<file path="src/rtl/uart_rx_pkg.sv">
// Shared definitions for the UART receive path: state encodings and bit-timing derivation.
// Also reused by the transmitter so both ends agree on timing.
package uart_rx_pkg;

  typedef enum logic [2:0] {
    StIdle  = 3'd0,
    StStart = 3'd1,
    StRx    = 3'd2,
    StStop  = 3'd3,
    StBreak = 3'd4
  } state_e;

  localparam int unsigned CntWidth = 12;

  function automatic int unsigned ticks_per_bit(input int unsigned clk_hz,
                                                input int unsigned baud_hz);
    return clk_hz / baud_hz;
  endfunction

endpackage

</file>
<file path="src/rtl/uart_rx_if.sv">
// Serial line plus parallel byte output of the UART receiver.
interface uart_rx_if;
  logic       rx_bit;
  logic [7:0] data;
  logic       data_valid;
  logic       framing_error;
  logic       busy;

  modport slave  (input rx_bit, output data, data_valid, framing_error, busy);
  modport master (output rx_bit, input data, data_valid, framing_error, busy);
endinterface

</file>
<file path="src/rtl/sync_2ff.sv">
// Single-bit two-flop synchronizer for asynchronous inputs, with a selectable reset value.
module sync_2ff #(
  parameter logic ResetVal = 1'b1
) (
  input  logic clk_i,
  input  logic rst_ni,
  input  logic d_i,
  output logic q_o
);

  logic meta_q;
  logic sync_q;

  always_ff @(posedge clk_i or negedge rst_ni) begin
    if (!rst_ni) begin
      meta_q <= ResetVal;
      sync_q <= ResetVal;
    end else begin
      meta_q <= d_i;
      sync_q <= meta_q;
    end
  end

  assign q_o = sync_q;

endmodule

</file>
<file path="src/rtl/uart_rx.sv">
// 8N1 LSB-first UART receiver: mid-bit sampling, one-cycle data_valid / framing_error pulses,
// and break handling so a held-low line yields a single error.
module uart_rx
  import uart_rx_pkg::*;
#(
  parameter int unsigned CLK_FREQUENCY  = 66_000_000,
  parameter int unsigned UART_FREQUENCY = 921_600
) (
  input logic     user_clk,
  input logic     rst_n,
  uart_rx_if.slave rx_if
);

  localparam int unsigned TICKS_PER_BIT = ticks_per_bit(CLK_FREQUENCY, UART_FREQUENCY);
  localparam int unsigned HALF_BIT      = TICKS_PER_BIT >> 1;

  localparam logic [CntWidth-1:0] TickLast = CntWidth'(TICKS_PER_BIT - 1);
  localparam logic [CntWidth-1:0] HalfLast = CntWidth'(HALF_BIT - 1);

  logic rx_sync;

  sync_2ff #(
    .ResetVal(1'b1)
  ) u_sync (
    .clk_i (user_clk),
    .rst_ni(rst_n),
    .d_i   (rx_if.rx_bit),
    .q_o   (rx_sync)
  );

  state_e                state_q, state_d;
  logic [CntWidth-1:0]   clk_cnt_q, clk_cnt_d;
  logic [2:0]            bit_cnt_q, bit_cnt_d;
  logic [7:0]            shift_q, shift_d;
  logic [7:0]            data_q, data_d;
  logic                  valid_q, valid_d;
  logic                  ferr_q, ferr_d;

  always_ff @(posedge user_clk or negedge rst_n) begin
    if (!rst_n) begin
      state_q   <= StIdle;
      clk_cnt_q <= '0;
      bit_cnt_q <= '0;
      shift_q   <= '0;
      data_q    <= '0;
      valid_q   <= 1'b0;
      ferr_q    <= 1'b0;
    end else begin
      state_q   <= state_d;
      clk_cnt_q <= clk_cnt_d;
      bit_cnt_q <= bit_cnt_d;
      shift_q   <= shift_d;
      data_q    <= data_d;
      valid_q   <= valid_d;
      ferr_q    <= ferr_d;
    end
  end

  always_comb begin
    state_d   = state_q;
    clk_cnt_d = clk_cnt_q + 1'b1;
    bit_cnt_d = bit_cnt_q;
    shift_d   = shift_q;
    data_d    = data_q;
    valid_d   = 1'b0;
    ferr_d    = 1'b0;

    case (state_q)
      StIdle: begin
        clk_cnt_d = '0;
        if (!rx_sync) state_d = StStart;
      end
      StStart: begin
        // Start bit must still be low at its midpoint, otherwise treat it as a glitch.
        if (clk_cnt_q == HalfLast) state_d = rx_sync ? StIdle : StRx;
      end
      StRx: begin
        if (clk_cnt_q == TickLast) begin
          shift_d[bit_cnt_q] = rx_sync;
          clk_cnt_d          = '0;
          bit_cnt_d          = bit_cnt_q + 1'b1;
          if (bit_cnt_q == 3'd7) state_d = StStop;
        end
      end
      StStop: begin
        if (clk_cnt_q == TickLast) begin
          if (rx_sync) begin
            data_d  = shift_q;
            valid_d = 1'b1;
            state_d = StIdle;
          end else begin
            ferr_d  = 1'b1;
            state_d = StBreak;
          end
        end
      end
      StBreak: begin
        clk_cnt_d = '0;
        if (rx_sync) state_d = StIdle;
      end
      default: state_d = StIdle;
    endcase

    if (state_d != state_q) begin
      clk_cnt_d = '0;
      bit_cnt_d = '0;
    end
  end

  assign rx_if.data          = data_q;
  assign rx_if.data_valid    = valid_q;
  assign rx_if.framing_error = ferr_q;
  assign rx_if.busy          = (state_q != StIdle);

endmodule

</file>
<file path="src/flat_wrapper.sv">
// flat-port wrapper written by rule: the top's interface ports become plain ports
module uart_rx_flat import uart_rx_pkg::*;
#(
  parameter int unsigned CLK_FREQUENCY  = 66_000_000,
  parameter int unsigned UART_FREQUENCY = 921_600
)
  (user_clk, rst_n, rx_if_rx_bit, rx_if_data, rx_if_data_valid, rx_if_framing_error, rx_if_busy);
  uart_rx_if rx_if_i ();
  input logic user_clk;
  input logic rst_n;
  input wire logic [$bits(rx_if_i.rx_bit)-1:0] rx_if_rx_bit;
  output wire logic [$bits(rx_if_i.data)-1:0] rx_if_data;
  output wire logic [$bits(rx_if_i.data_valid)-1:0] rx_if_data_valid;
  output wire logic [$bits(rx_if_i.framing_error)-1:0] rx_if_framing_error;
  output wire logic [$bits(rx_if_i.busy)-1:0] rx_if_busy;
  assign rx_if_i.rx_bit = rx_if_rx_bit;
  assign rx_if_data = rx_if_i.data;
  assign rx_if_data_valid = rx_if_i.data_valid;
  assign rx_if_framing_error = rx_if_i.framing_error;
  assign rx_if_busy = rx_if_i.busy;
  uart_rx #(.CLK_FREQUENCY(CLK_FREQUENCY), .UART_FREQUENCY(UART_FREQUENCY)) u_core (.user_clk(user_clk), .rst_n(rst_n), .rx_if(rx_if_i));
endmodule
</file>
<file path="config.mk">
export PLATFORM = sky130hd
export DESIGN_NAME = uart_rx_flat
export DESIGN_NICKNAME = d
export VERILOG_FILES = /design/src/rtl/uart_rx_pkg.sv /design/src/rtl/uart_rx_if.sv /design/src/rtl/sync_2ff.sv /design/src/rtl/uart_rx.sv /design/src/flat_wrapper.sv
export SDC_FILE = /design/constraint.sdc
export NUM_CORES = 1
export LEC_CHECK = 0
export BUFFER_PORTS_ARGS = -buffer_cell sky130_fd_sc_hd__buf_2
export CORE_UTILIZATION = 59
export DETAILED_ROUTE_END_ITERATION = 7
export PLACE_DENSITY = 0.78
export SYNTH_ARGS = -nofsm -noshare
export SYNTH_HDL_FRONTEND = slang
export SYNTH_SLANG_ARGS = --single-unit
</file>
<file path="constraint.sdc">
create_clock -name user_clk -period 2.2 [get_ports user_clk]
set_input_delay 0.44 -clock user_clk [delete_from_list [all_inputs] [get_ports user_clk]]
set_output_delay 0.44 -clock user_clk [all_outputs]
set_load 0.01 [all_outputs]
</file>
==> impl.org, run 1 <==
** Timing
- Based on the critical path, the design can be clocked at up to between 400 and 500 MHz.
- Headroom to the max-slew limit came out at between 40 and 50%.
- Setup repair after global routing missed its margin :: no
- Final Max Slew Viols :: 0
- The number of hold violations in the final report came to 0.
- Final sum of negative setup slack :: 0 ns
- Subtracting the final worst setup slack from the clock period gives just over 2 ns.
- At the pin with the least slew margin, the transition time is 0.8311 ns.
- Endpoints failing setup :: 0
- Period utilisation layout :: a little over nine tenths
- Max Clock Skew :: approximately 0.013 ns

** Clock tree
- Clock root buffer :: sky130_fd_sc_hd__clkbuf_4
- Hold buffers post-CTS :: 0
- Largest buffer count on any clock path :: 2
- The number of clock buffers added by TritonCTS is 5.
- At the later pin of the worst-skew pair, clock insertion delay measures 0.36 ns.
- TritonCTS built the clock tree.
- Post-CTS setup-driven buffer insertion count :: 0
- The number of gates resized after CTS was 0.
- In this run the number of H-tree levels came out at 2.
- CTS saw 38 sinks.
- Reg clk slew, reported paths :: about 0.13 ns

** Power
- The internal power of the cells totals 0.001227 W.
- The share of total power dissipated in sequential elements is between 40% and 50%.
- Leakage power summed over all cells :: around 1.0 nW
- Max rail drop VDD :: 0.5713 mV
- Fraction of power spent switching nets :: between 20% and 30%
- Part of the total power dissipated in combinational logic :: between 10% and 20%
- Pwr/cell area :: about 760 nW/µm²
- Power dissipated by switching net loads :: roughly 0.00044 W
- Of the total power, the clock network draws a little under two fifths.

** GRT
- Aggregate global-route resource usage :: between 20% and 30%
- Vias in the first global route :: roughly 1400
- Pin count of the biggest net entering global routing :: 39
- The first global-routing pass estimated around 6.5 mm of wire.
- The initial antenna violation count came to 0.
- Global routing finished with a remaining overflow of 0.

** Critical path
- Arrival time of the worst setup path :: 2.33 ns
- Critical Path RT :: approximately 2.5 ns
- Setup crit start :: u_core.clk_cnt_q[0]
- Register-to-register setup slack :: 0.12 ns
- Worst setup SP type :: flip-flop
- The endpoint identified for the worst register-to-register timing path is u_core.rx_if.data[5].
- The critical path is of the flip-flop to flip-flop type.
- Critical path fanouts, max :: 8
- Startpoint of the worst register-to-register path :: u_core.clk_cnt_q[0]
- Measured in cells, the most critical reg-to-reg path has a length of 7.
- Following the worst setup path forward leads to its endpoint at u_core.rx_if.data[5].
- The worst setup path is captured at a flip-flop.

** Final layout
- Number of nets in the layout :: 194
- Number of inserted diodes :: 0
- Once layout is complete, the utilization of the core stands at between 70% and 80%.
- The finished layout holds ~230 standard cells, fillers aside.
- Compared with the post-synthesis result, the final layout area differs by 13.95%.
- Cells with a size suffix above 1 make up roughly a quarter of the layout.

** Drt
- The first routing iteration left approximately 110 violations.
- The count of nets left with antenna violations once routing finished came out at 0.
- Vias per cell :: ~6.3
- After detailed routing, the number of remaining DRC violations is 0.
- Detailed-route wire length per cell :: ~17 µm
- Final routed wirelength across all metal layers :: between 4 and 5 mm
- Vias after detailed routing :: 1466
- Number of optimization iterations in the first detailed-route pass :: 4

** Logic synthesis
- Counting every net in the synthesized netlist gives roughly 180.
- Number of distinct library cells after synthesis :: 42
- Synth Register Bits :: 38
- Commonest register cell after synthesis :: sky130_fd_sc_hd__dfrtp_1
- Syn Area/Cell :: ~11 µm²
- Counting flops with a built-in enable in the synthesized netlist gives 0.
- Number of warnings printed during yosys synthesis :: 0
- In the synthesized netlist the async set-or-reset flop fraction comes to 100.0%.
- Summing the sequential cell areas from Yosys gives between 40 and 50% of the chip area.
- Synthesis produced about 170 cells.
- In this run the cell area of the synthesized design comes to between 1500 and 2000 µm².

** Die
- Die span in x :: about 59 µm
- Rows :: 20
- Initial core utilization :: 62.64%
- In this run the count of I/O pins placed on the die edge is 14.
- The die is 59.17 µm tall.
- The die covers approximately 3500 µm².
- The floorplan step defined a core boundary enclosing around 3000 µm².

** Placement
- Number of I/O port buffers :: 13
- Placed cell count :: between 200 and 250
- Hpwl dp :: 2.475 mm
- Final weighted congestion in routability-driven placement :: just over 0.8

** Run status
- The run finished with clean final reports.

** Flow run
- Number of max-capacitance violations reported :: 0

** Worst hold path
- Class of the worst hold path :: primary input to async pin
==> power groups by stage <==
stage               combinational (W)  sequential (W)  clock, W
global route                 0.000284        0.000784  0.000658
detailed placement           0.000246        0.000788         0
floorplan                    0.000174        0.000772         0
finish                       0.000259        0.000777  0.000633
global placement             0.000238        0.000782         0
CTS                          0.000252        0.000775  0.000639
==> how the worst min path moves through the flow <==
stage / end / slack [ns]
after floorplan: u_core.bit_cnt_q[0] / 0.14
after detailed placement: u_core.u_sync.q_o / 0.35
final: u_core.state_q[1] / 0.16
after CTS: u_core.u_sync.meta_q / 0.15
after global placement: u_core.u_sync.q_o / 0.35
after global routing: u_core.u_sync.meta_q / 0.15
==> worst max-delay path: stages, from the launching register on <==
cell	delay, ns
sky130_fd_sc_hd__dfrtp_2	0.46
sky130_fd_sc_hd__inv_1	0.07
sky130_fd_sc_hd__ha_1	0.14
sky130_fd_sc_hd__nor4b_4	0.29
sky130_fd_sc_hd__buf_4	0.21
sky130_fd_sc_hd__and3_2	0.23
sky130_fd_sc_hd__nand4_4	0.20
sky130_fd_sc_hd__mux2_1	0.37
==> Yosys cell counts, types with 2 or more instances <==
library cell | n | share of area (%)
sky130_fd_sc_hd__nor2_1 | 8 | 1.6
sky130_fd_sc_hd__xor2_1 | 6 | 2.7
sky130_fd_sc_hd__dfstp_2 | 2 | 2.7
sky130_fd_sc_hd__nand4_1 | 5 | 1.6
sky130_fd_sc_hd__nor4b_1 | 3 | 1.4
sky130_fd_sc_hd__a41oi_1 | 2 | 0.91
sky130_fd_sc_hd__mux2_2 | 8 | 4.7
sky130_fd_sc_hd__nor3_1 | 8 | 2.1
sky130_fd_sc_hd__xnor2_1 | 5 | 2.3
sky130_fd_sc_hd__mux2_1 | 8 | 4.7
sky130_fd_sc_hd__dfrtp_1 | 36 | 47
sky130_fd_sc_hd__inv_1 | 5 | 0.97
sky130_fd_sc_hd__and3b_1 | 2 | 0.91
sky130_fd_sc_hd__nand2_1 | 5 | 0.97
sky130_fd_sc_hd__mux2i_1 | 2 | 1.0
sky130_fd_sc_hd__and3_1 | 3 | 0.97
sky130_fd_sc_hd__nor3b_1 | 3 | 1.2
sky130_fd_sc_hd__buf_2 | 7 | 1.8
sky130_fd_sc_hd__nand3_1 | 7 | 1.8
sky130_fd_sc_hd__ha_1 | 4 | 2.6
sky130_fd_sc_hd__nor4_1 | 17 | 5.5
sky130_fd_sc_hd__clkbuf_1 | 3 | 0.58
==> metal layers <==
layer / up-vias / wire (µm) / global-route usage (%) / part of all wire, %
met5: - / 0 / 0 / 0
met4: 0 / 93 / 15.99 / 2.3
met3: 10 / 165 / 5.459 / 4.1
met2: 44 / 1929 / 37.34 / 48
met1: 746 / 1812 / 35.40 / 45
li1: 666 / - / - / -
==> kinds of logic after synthesis <==
group / share of synthesized area (%)
AND/OR/NAND/NOR: 24.40
buffers and inverters: 4.153
AO/OA/AOI/OAI: 4.024
flip-flops: 49.45
adder cells (fa/ha/maj): 2.596
XOR/XNOR: 4.997
multiplexers: 10.38
==> layout make-up <==
cell class	count	area [µm²]
repair buffers	23	140.1
well taps	44	55.05
fillers	233	880.8
clock inverters	2	60.06
multi-input cells	114	917.1
inverters	5	18.77
clock buffers	6	51.30
flip-flops and latches	38	954.7
==> registers in the layout, indices dropped and copies added (netlist names) <==
register	count
u_core.rx_if.data_valid	1
u_core.rx_if.framing_error	1
u_core.shift_q	8
u_core.rx_if.data	8
u_core.state_q	3
u_core.u_sync.meta_q	1
u_core.u_sync.q_o	1
u_core.clk_cnt_q	12
u_core.bit_cnt_q	3
==> metrics by stage <==
stage | hold WS [ns] | setup slack [ns] | power [W] | instance area, µm²
2_1_floorplan | 0.1444 | 0.2924 | 0.0009463 | 1928
3_3_place_gp | 0.3469 | 0.2461 | 0.001021 | 2062
3_5_place_dp | 0.3473 | 0.1267 | 0.001033 | 2062
4_1_cts | 0.1538 | 0.07666 | 0.001666 | 2173
5_1_grt | 0.1535 | 0.009810 | 0.001726 | 2197
6_report | 0.1567 | 0.1232 | 0.001668 | 2197
==> placed cells by master (no fill, tap or decap), types with 2 or more instances in the layout <==
cell and n:
sky130_fd_sc_hd__a41oi_1 2, sky130_fd_sc_hd__and3_1 2, sky130_fd_sc_hd__and3b_1 2, sky130_fd_sc_hd__buf_2 13, sky130_fd_sc_hd__buf_4 10, sky130_fd_sc_hd__bufinv_16 2
sky130_fd_sc_hd__clkbuf_4 5, sky130_fd_sc_hd__dfrtp_1 35, sky130_fd_sc_hd__dfstp_2 2, sky130_fd_sc_hd__ha_1 4, sky130_fd_sc_hd__inv_1 5, sky130_fd_sc_hd__mux2_1 8
sky130_fd_sc_hd__mux2_2 8, sky130_fd_sc_hd__mux2i_1 2, sky130_fd_sc_hd__nand2_1 5, sky130_fd_sc_hd__nand3_1 7, sky130_fd_sc_hd__nand4_1 5, sky130_fd_sc_hd__nand4_4 2
sky130_fd_sc_hd__nor2_1 8, sky130_fd_sc_hd__nor3_1 8, sky130_fd_sc_hd__nor3b_1 3, sky130_fd_sc_hd__nor4_1 15, sky130_fd_sc_hd__nor4_2 2, sky130_fd_sc_hd__nor4b_1 3
sky130_fd_sc_hd__xnor2_1 5, sky130_fd_sc_hd__xor2_1 6
No activity file was read; power rests on OpenSTA's default activity.
==> run 2, diff against run 1 <==
SYNTH_HIERARCHICAL = 1   (was not set)
==> impl.org, run 2 <==
** Run status
- Result of the run: completed (unchanged).

** Logic synthesis
- Cells taking the most area after synthesis :: sky130_fd_sc_hd__dfrtp_1 (46%), sky130_fd_sc_hd__mux2_4 (6.2%), sky130_fd_sc_hd__nor4b_4 (3.7%) (was sky130_fd_sc_hd__dfrtp_1 (47%), sky130_fd_sc_hd__nor4_1 (5.5%), sky130_fd_sc_hd__mux2_1 (4.7%))
- Sequential cell area fraction in the yosys report :: 49.16% (was 49.45%)
- Syn Area/Cell :: 11.68 µm² (was 11.41 µm²)
- Most numerous cell types in the synthesized netlist: sky130_fd_sc_hd__dfrtp_1 (36), sky130_fd_sc_hd__nor2_1 (16), sky130_fd_sc_hd__nor3_1 (12) (was sky130_fd_sc_hd__dfrtp_1 (36), sky130_fd_sc_hd__nor4_1 (17)).
- Post-synth top area share :: 46.45% (was 46.72%)
- Post-synthesis net count :: 173 (was 176)
- Number of flops mapped to enable cells by yosys :: 0 (unchanged)
- Most frequent cell after synthesis :: sky130_fd_sc_hd__dfrtp_1 (unchanged)
- The most common flop cell mapped by yosys is sky130_fd_sc_hd__dfrtp_1 (unchanged).
- The netlist area before placement is 1939 µm² (was 1928 µm²).
- The number of unique standard cell types used by synthesis came to 45 (was 42).
- The total number of yosys warnings is 6 (was 0).
- Share of synthesized flip-flops with an asynchronous set or reset :: 100.0% (unchanged)
- The post-synthesis sequential element count is 38 (unchanged).
- Post-Syn Instances :: 166 (was 169)
- Area leader, netlist :: sky130_fd_sc_hd__dfrtp_1 (unchanged)

** Final layout
- The net total in the final layout is 191 (was 194).
- Filler Cell Count :: 234 (was 233)
- The antenna diode instance count came to 0 (unchanged).
- Most common cell after layout, fill and taps aside :: sky130_fd_sc_hd__dfrtp_1 (unchanged)
- The number of flip-flops under the largest register name is 12 (unchanged).
- The register bank with the most flops is u_core/clk_cnt_q (was u_core.clk_cnt_q).
- Most frequent cells in the layout: sky130_fd_sc_hd__dfrtp_1 (36), sky130_fd_sc_hd__nor2_1 (16), sky130_fd_sc_hd__buf_2 (13) (was sky130_fd_sc_hd__dfrtp_1 (35), sky130_fd_sc_hd__nor4_1 (15), sky130_fd_sc_hd__buf_2 (13)).
- The sequential cell area was 953.4 µm² (was 954.7 µm²).
- Growth of design area from synthesis to finish :: 10.84% (was 13.95%)
- The area used by multi-input combinational logic was 915.9 µm² (was 917.1 µm²).
- Fraction of final layout cells with drive strength greater than 1 :: 27.57% (was 26.06%)
- The final non-filler cell total was 229 (was 232).

** Power
- The power density normalized to cell area came to 707.3 nW/µm² (was 759.4 nW/µm²).
- Leakage power summed over all cells :: 1.047 nW (was 1.035 nW)
- Max rail drop VDD :: 0.4702 mV (was 0.5713 mV)
- The total design power came to 0.001520 W (was 0.001668 W).

** Critical path
- CP max-delay cell :: sky130_fd_sc_hd__dfrtp_1 (was sky130_fd_sc_hd__dfrtp_2)
- The number of buffer and inverter instances along the worst setup path was 1 (was 2).
- Worst setup SP type :: flip-flop (unchanged)
- The critical path capture point type was a flip-flop (unchanged).
- The number of cells traversed by the worst register-to-register path is 5 (was 7).
- Arrival time of the worst setup path :: 2.24 ns (was 2.33 ns)
- Largest delay share family, worst path :: simple AND/OR/NAND/NOR gates (unchanged)
- Critical path fanouts, max :: 8 (unchanged)
- Startpoint of the worst register-to-register path :: u_core/clk_cnt_q[3] (was u_core.clk_cnt_q[0])
- Worst R2R End :: u_core/rx_if.data[5] (was u_core.rx_if.data[5])
- Startpoint-to-endpoint class of the critical path :: flip-flop to flip-flop (unchanged)
- Register-to-register setup slack :: 0.19 ns (was 0.12 ns)
- Delay of the slowest critical-path stage :: 0.47 ns (was 0.46 ns)
- Critical Path RT :: 2.43 ns (was 2.45 ns)
- Cell-by-cell trace of the critical path :: nor4_4 > buf_4 > nand3_1 > or2_1 > mux2_4 (was inv_1 > ha_1 > nor4b_4 > buf_4 > and3_2 > nand4_4 > mux2_1)

** Placement
- Hpwl dp :: 2.376 mm (was 2.475 mm)
- The number of I/O port buffers came to 13 (unchanged).
- The post-placement cell count came to 221 (was 224).
- The placer congestion estimate came to 0.7760 (was 0.8304).

** Drt
- The total number of vias is 1349 (was 1466).
- The residual DRC count is 0 (unchanged).
- Post-detailed-route count of antenna-violating nets :: 0 (unchanged)
- Initial DRC Count :: 47 (was 112)
- Final routed wirelength across all metal layers :: 3.520 mm (was 4.001 mm)
- The per-cell via count in the routed design is 5.891 (was 6.319).
- The length of the first detailed-routing pass in iterations is 4 (unchanged).
- The routed length per instance is 15.37 µm (was 17.25 µm).

** Clock tree
- The number of gates resized after cts is 0 (unchanged).
- The clock latency of the later-clocked register in the worst-skew pair came to 0.35 ns (was 0.36 ns).
- Number of sinks driven by the clock tree :: 38 (unchanged)
- Hold buffers post-CTS :: 0 (unchanged)
- Clock tree from TritonCTS :: done (unchanged)
- The number of buffers inserted by post-CTS setup repair came to 0 (unchanged).
- The deepest clock path buffer count came to 2 (unchanged).
- Total clock buffers created by CTS :: 5 (unchanged)
- Level count of the clock H-tree :: 2 (unchanged)
- Clock root buffer :: sky130_fd_sc_hd__clkbuf_4 (unchanged)
- Reg clk slew, reported paths :: 0.12 ns (was 0.13 ns)

** GRT
- Met2 Track Usage GR :: 33.23% (was 37.34%)
- Aggregate global-route resource usage :: 22.90% (was 25.77%)
- Pin count of the biggest net entering global routing :: 39 (unchanged)
- M3 GR Usage :: 5.895% (was 5.459%)
- GR Layer Usage met1 :: 32.29% (was 35.40%)
- The layer with the highest usage after global routing was met2 (unchanged).
- The via count of the first global-routing pass is 1257 (was 1368).
- The initial antenna violation count is 0 (unchanged).
- Grt total ovfl :: 0 (unchanged)
- The global-route wire length before repair was 5.892 mm (was 6.534 mm).

** Worst hold path
- The class of the tightest hold or removal check is primary input to async pin (unchanged).

** Timing
- The clock tree skew after final layout is 0.02025 ns (was 0.01331 ns).
- Endpoints failing setup :: 0 (unchanged)
- Pin slew with the least headroom to its limit :: 0.8155 ns (was 0.8311 ns)
- Setup repair after global routing missed its margin: no (unchanged).
- Final sum of negative setup slack :: 0 ns (unchanged)
- The remaining max-slew budget at the tightest pin was 45.63% (was 44.59%).
- Maximum frequency from static timing analysis :: 498.0 MHz (was 481.5 MHz)
- The clock period minus final worst setup slack was 2.008 ns (was 2.077 ns).
- The count of pins over their slew limit came to 0 (unchanged).
- The number of hold violations in the final report is 0 (unchanged).
- Period utilisation layout :: 91.27% (was 94.40%)

** Die
- Die span in x :: 59.33 µm (was 59.17 µm)
- # IOs :: 14 (unchanged)
- Initial core utilization :: 63.01% (was 62.64%)
- Height of the chip :: 59.33 µm (was 59.17 µm)
- The site row count was 20 (unchanged).
- Die footprint :: 3520 µm² (was 3501 µm²)
- Placeable Area :: 3078 µm² (unchanged)

** Flow run
- Number of max-capacitance violations reported :: 0 (unchanged)
run 2: worst max path at each step:
stage | startpoint | to | slack [ns] | cells after the start
4_1_cts | u_core/clk_cnt_q[0] | u_core/shift_q[5] | 0.18 | 7
5_1_grt | u_core/clk_cnt_q[0] | u_core/shift_q[4] | 0.06 | 7
3_5_place_dp | u_core/clk_cnt_q[3] | u_core/rx_if.data[2] | 0.19 | 5
2_1_floorplan | u_core/clk_cnt_q[0] | u_core/shift_q[2] | 0.28 | 7
3_3_place_gp | u_core/clk_cnt_q[3] | u_core/rx_if.data[5] | 0.22 | 5
6_report | u_core/clk_cnt_q[3] | u_core/rx_if.data[5] | 0.19 | 5
run 2: area by class of cell:
cell class	instances	area share [%]
flip-flops and latches	38	44.35
multi-input cells	115	42.61
repair buffers	22	6.170
clock buffers	7	2.561
well taps	44	2.561
clock inverters	1	1.397
inverters	2	0.3492
run 2: stage by stage:
step	utilization (%)	hold slack [ns]	setup WS (ns)	instance area [µm²]
global route	69.84	0.1656	0.06064	2150
global placement	67.07	0.3461	0.2232	2064
detailed placement	67.07	0.3540	0.1933	2064
floorplan	-	0.1444	0.2819	1939
finish	69.84	0.1671	0.1921	2150
CTS	69.84	0.1683	0.1773	2150
run 2: logic make-up after synthesis:
family | share of synthesized area (%)
AO/OA/AOI/OAI | 4.839
AND/OR/NAND/NOR | 23.55
buffers and inverters | 3.613
multiplexers | 11.29
adder cells (fa/ha/maj) | 2.581
XOR/XNOR | 4.968
flip-flops | 49.16
run 2: metal layers:
metal  up-vias  share of wire, %
met5         -                 0
met4         0               2.7
met3        13               4.5
met2        40                45
met1       665                48
li1        631                 -
run 2: power breakdown:
group	total [W]	switching [W]	internal, W	leakage, nW
combinational	0.000241	0.000130	0.000111	0.488
clock	0.000495	0.000223	0.000271	0.0455
sequential	0.000784	0.0000502	0.000734	0.514
==> run 3, diff against run 2 <==
PLACE_DENSITY = 0.86   (was 0.78)
==> impl.org, run 3 (synthesized netlist as in run 2, its figures left out) <==
** Run status
- Result of the run: completed (unchanged).

** Drt
- The residual DRC count is 0 (unchanged).
- The total wire length after detailed routing was 3.480 mm (was 3.520 mm).
- Initial DRC Count :: 41 (was 47)
- The length of the first detailed-routing pass in iterations is 4 (unchanged).
- Vias per cell :: 5.780 (was 5.891)
- The total number of vias was 1341 (was 1349).
- Detailed-route wire length per cell :: 15.00 µm (was 15.37 µm)
- The count of nets left with antenna violations after detail routing was 0 (unchanged).

** Die
- Placeable Area :: 3078 µm² (unchanged)
- # IOs :: 14 (unchanged)
- The die outline area came to 3520 µm² (unchanged).
- Height of the chip :: 59.33 µm (unchanged)
- Initial core utilization :: 63.01% (unchanged)
- Die span in x :: 59.33 µm (unchanged)
- Rows :: 20 (unchanged)

** Timing
- The maximum clock frequency was 493.0 MHz (was 498.0 MHz).
- Final sum of negative setup slack :: 0 ns (unchanged)
- Pin slew with the least headroom to its limit :: 0.7989 ns (was 0.8155 ns)
- Shortest period the worst path allows :: 2.029 ns (was 2.008 ns)
- Final Max Slew Viols :: 0 (unchanged)
- Worst slew slack as a fraction of its limit :: 46.74% (was 45.63%)
- Max Clock Skew :: 0.009318 ns (was 0.02025 ns)
- Setup repair after global routing missed its margin :: yes (was no)
- Worst hold margin :: 0.1734 ns (was 0.1671 ns)
- Endpoints failing setup :: 0 (unchanged)
- The number of hold violations in the final report was 0 (unchanged).
- Period utilisation layout :: 92.20% (was 91.27%)

** Critical path
- Depth of the most critical reg-to-reg path :: 7 (was 5)
- Largest delay share family, worst path :: simple AND/OR/NAND/NOR gates (unchanged)
- Setup crit end kind :: flip-flop (unchanged)
- Arrival time of the worst setup path :: 2.27 ns (was 2.24 ns)
- Cell-by-cell trace of the critical path: inv_1 > ha_1 > nor4b_4 > nand4b_2 > buf_4 > nor3_1 > mux2_2 (was nor4_4 > buf_4 > nand3_1 > or2_1 > mux2_4).
- The cell at the slowest stage of the critical path is sky130_fd_sc_hd__dfrtp_1 (unchanged).
- Startpoint-to-endpoint class of the critical path :: flip-flop to flip-flop (unchanged)
- The start of the worst register-to-register path was u_core/clk_cnt_q[0] (was u_core/clk_cnt_q[3]).
- The reg2reg setup slack came to 0.17 ns (was 0.19 ns).
- Critical Path RT :: 2.44 ns (was 2.43 ns)
- Critical path fanouts, max :: 7 (was 8)
- Worst setup SP type :: flip-flop (unchanged)
- Number of buffer and inverter stages on the critical path :: 2 (was 1)
- The end of the worst register-to-register path is u_core/shift_q[5] (was u_core/rx_if.data[5]).
- Delay of the slowest critical-path stage :: 0.44 ns (was 0.47 ns)

** Final layout
- Most common cell after layout, fill and taps aside :: sky130_fd_sc_hd__dfrtp_1 (unchanged)
- The net total in the final layout was 194 (was 191).
- Largest register by flop count :: u_core/clk_cnt_q (unchanged)
- End-of-flow core utilization :: 69.76% (was 69.84%)
- The number of flip-flops under the largest register name is 12 (unchanged).
- Fraction of final layout cells with drive strength greater than 1 :: 28.72% (was 27.57%)
- Most frequent cells in the layout :: sky130_fd_sc_hd__dfrtp_1 (36), sky130_fd_sc_hd__nor2_1 (16), sky130_fd_sc_hd__buf_2 (13) (unchanged)
- The antenna diode instance count was 0 (unchanged).
- Growth of design area from synthesis to finish :: 10.71% (was 10.84%)

** Clock tree
- The clock-pin slew on the worst setup and hold paths is 0.11 ns (was 0.12 ns).
- Largest buffer count on any clock path :: 2 (unchanged)
- Worst skew pair latency :: 0.34 ns (was 0.35 ns)
- The number of levels the H-tree was split into is 2 (unchanged).
- Clock tree from TritonCTS :: done (unchanged)
- The clock sink total was 38 (unchanged).
- The cell at the root of the clock tree is sky130_fd_sc_hd__clkbuf_4 (unchanged).
- The number of buffers inserted by post-CTS setup repair is 0 (unchanged).
- Hold buffers post-CTS :: 0 (unchanged)
- Total clock buffers created by CTS :: 5 (unchanged)
- The number of gates resized after cts came to 0 (unchanged).

** GRT
- The remaining global-route overflow came to 0 (unchanged).
- The overall routing resource usage is 22.24% (was 22.90%).
- First-pass GRT wire length :: 5.651 mm (was 5.892 mm)
- Pin count of the biggest net entering global routing :: 39 (unchanged)
- The via count of the first global-routing pass came to 1254 (was 1257).
- The initial antenna violation count was 0 (unchanged).

** Placement
- The number of I/O port buffers came to 13 (unchanged).
- Hpwl dp :: 2.528 mm (was 2.376 mm)
- Final weighted congestion in routability-driven placement :: 0.9030 (was 0.7760)

** Power
- Max rail drop VDD :: 0.3933 mV (was 0.4702 mV)
- Total power draw :: 0.001407 W (was 0.001520 W)
- The leakage dissipation was 1.053 nW (was 1.047 nW).
- The power density normalized to cell area came to 655.3 nW/µm² (was 707.3 nW/µm²).

** Worst hold path
- Class of the worst hold path :: primary input to async pin (unchanged)

** Flow run
- The number of maximum-capacitance violations was 0 (unchanged).
run 3: changes by cell type in the layout (fill, tap and decap cells not counted), sizes merged:
cell and delta:
bufinv -1, clkinv +1, buf +3
run 3: worst max path at each step:
stage / start / to / slack [ns] / depth (start not counted)
2_1_floorplan: u_core/clk_cnt_q[0] / u_core/shift_q[2] / 0.28 / 7
3_3_place_gp: u_core/clk_cnt_q[0] / u_core/shift_q[1] / 0.23 / 6
3_5_place_dp: u_core/clk_cnt_q[0] / u_core/shift_q[5] / 0.17 / 7
4_1_cts: u_core/clk_cnt_q[0] / u_core/shift_q[5] / 0.17 / 7
5_1_grt: u_core/clk_cnt_q[0] / u_core/shift_q[5] / -0.0002 / 7
6_report: u_core/clk_cnt_q[0] / u_core/shift_q[5] / 0.17 / 7
run 3: metal layers:
layer | track usage [%] | wire length, µm
met1 | 30.06 | 1606
met2 | 32.42 | 1633
met3 | 5.459 | 157
met4 | 12.93 | 83
met5 | 0 | 0
run 3: per-stage QoR:
stage | worst slack, ns | std cells | area, µm²
after global placement | 0.2293 | 224 | 2087
after global routing | -0.0002496 | 232 | 2147
final | 0.1715 | 232 | 2147
after floorplan | 0.2819 | 166 | 1939
after CTS | 0.1681 | 232 | 2147
after detailed placement | 0.1730 | 224 | 2087
run 3: report_power, final:
group	internal (W)	total [W]	leakage [nW]	switching (W)
Sequential	0.000734	0.000780	0.514	0.0000454
Clock	0.000155	0.000367	0.0353	0.000212
Combinational	0.000120	0.000260	0.504	0.000141
Total	0.00101	0.00141	1.05	0.000398
run 3: cell type report:
class | count | area, µm²
Multi-Input combinational cell | 115 | 915.9
Inverter | 2 | 7.507
Clock buffer | 7 | 55.05
Timing Repair Buffer | 25 | 155.1
Clock inverter | 1 | 5.005
Fill cell | 232 | 930.9
Tap cell | 44 | 55.05
Sequential cell | 38 | 953.4
run 3: worst reg2reg max path, delay by kind of cell (launching register included):
kind | cells | cell delay [ns]
AND/OR/NAND/NOR | 3 | 0.67
flip-flops | 1 | 0.44
multiplexers | 1 | 0.36
buffers and inverters | 2 | 0.32
adder cells (fa/ha/maj) | 1 | 0.14
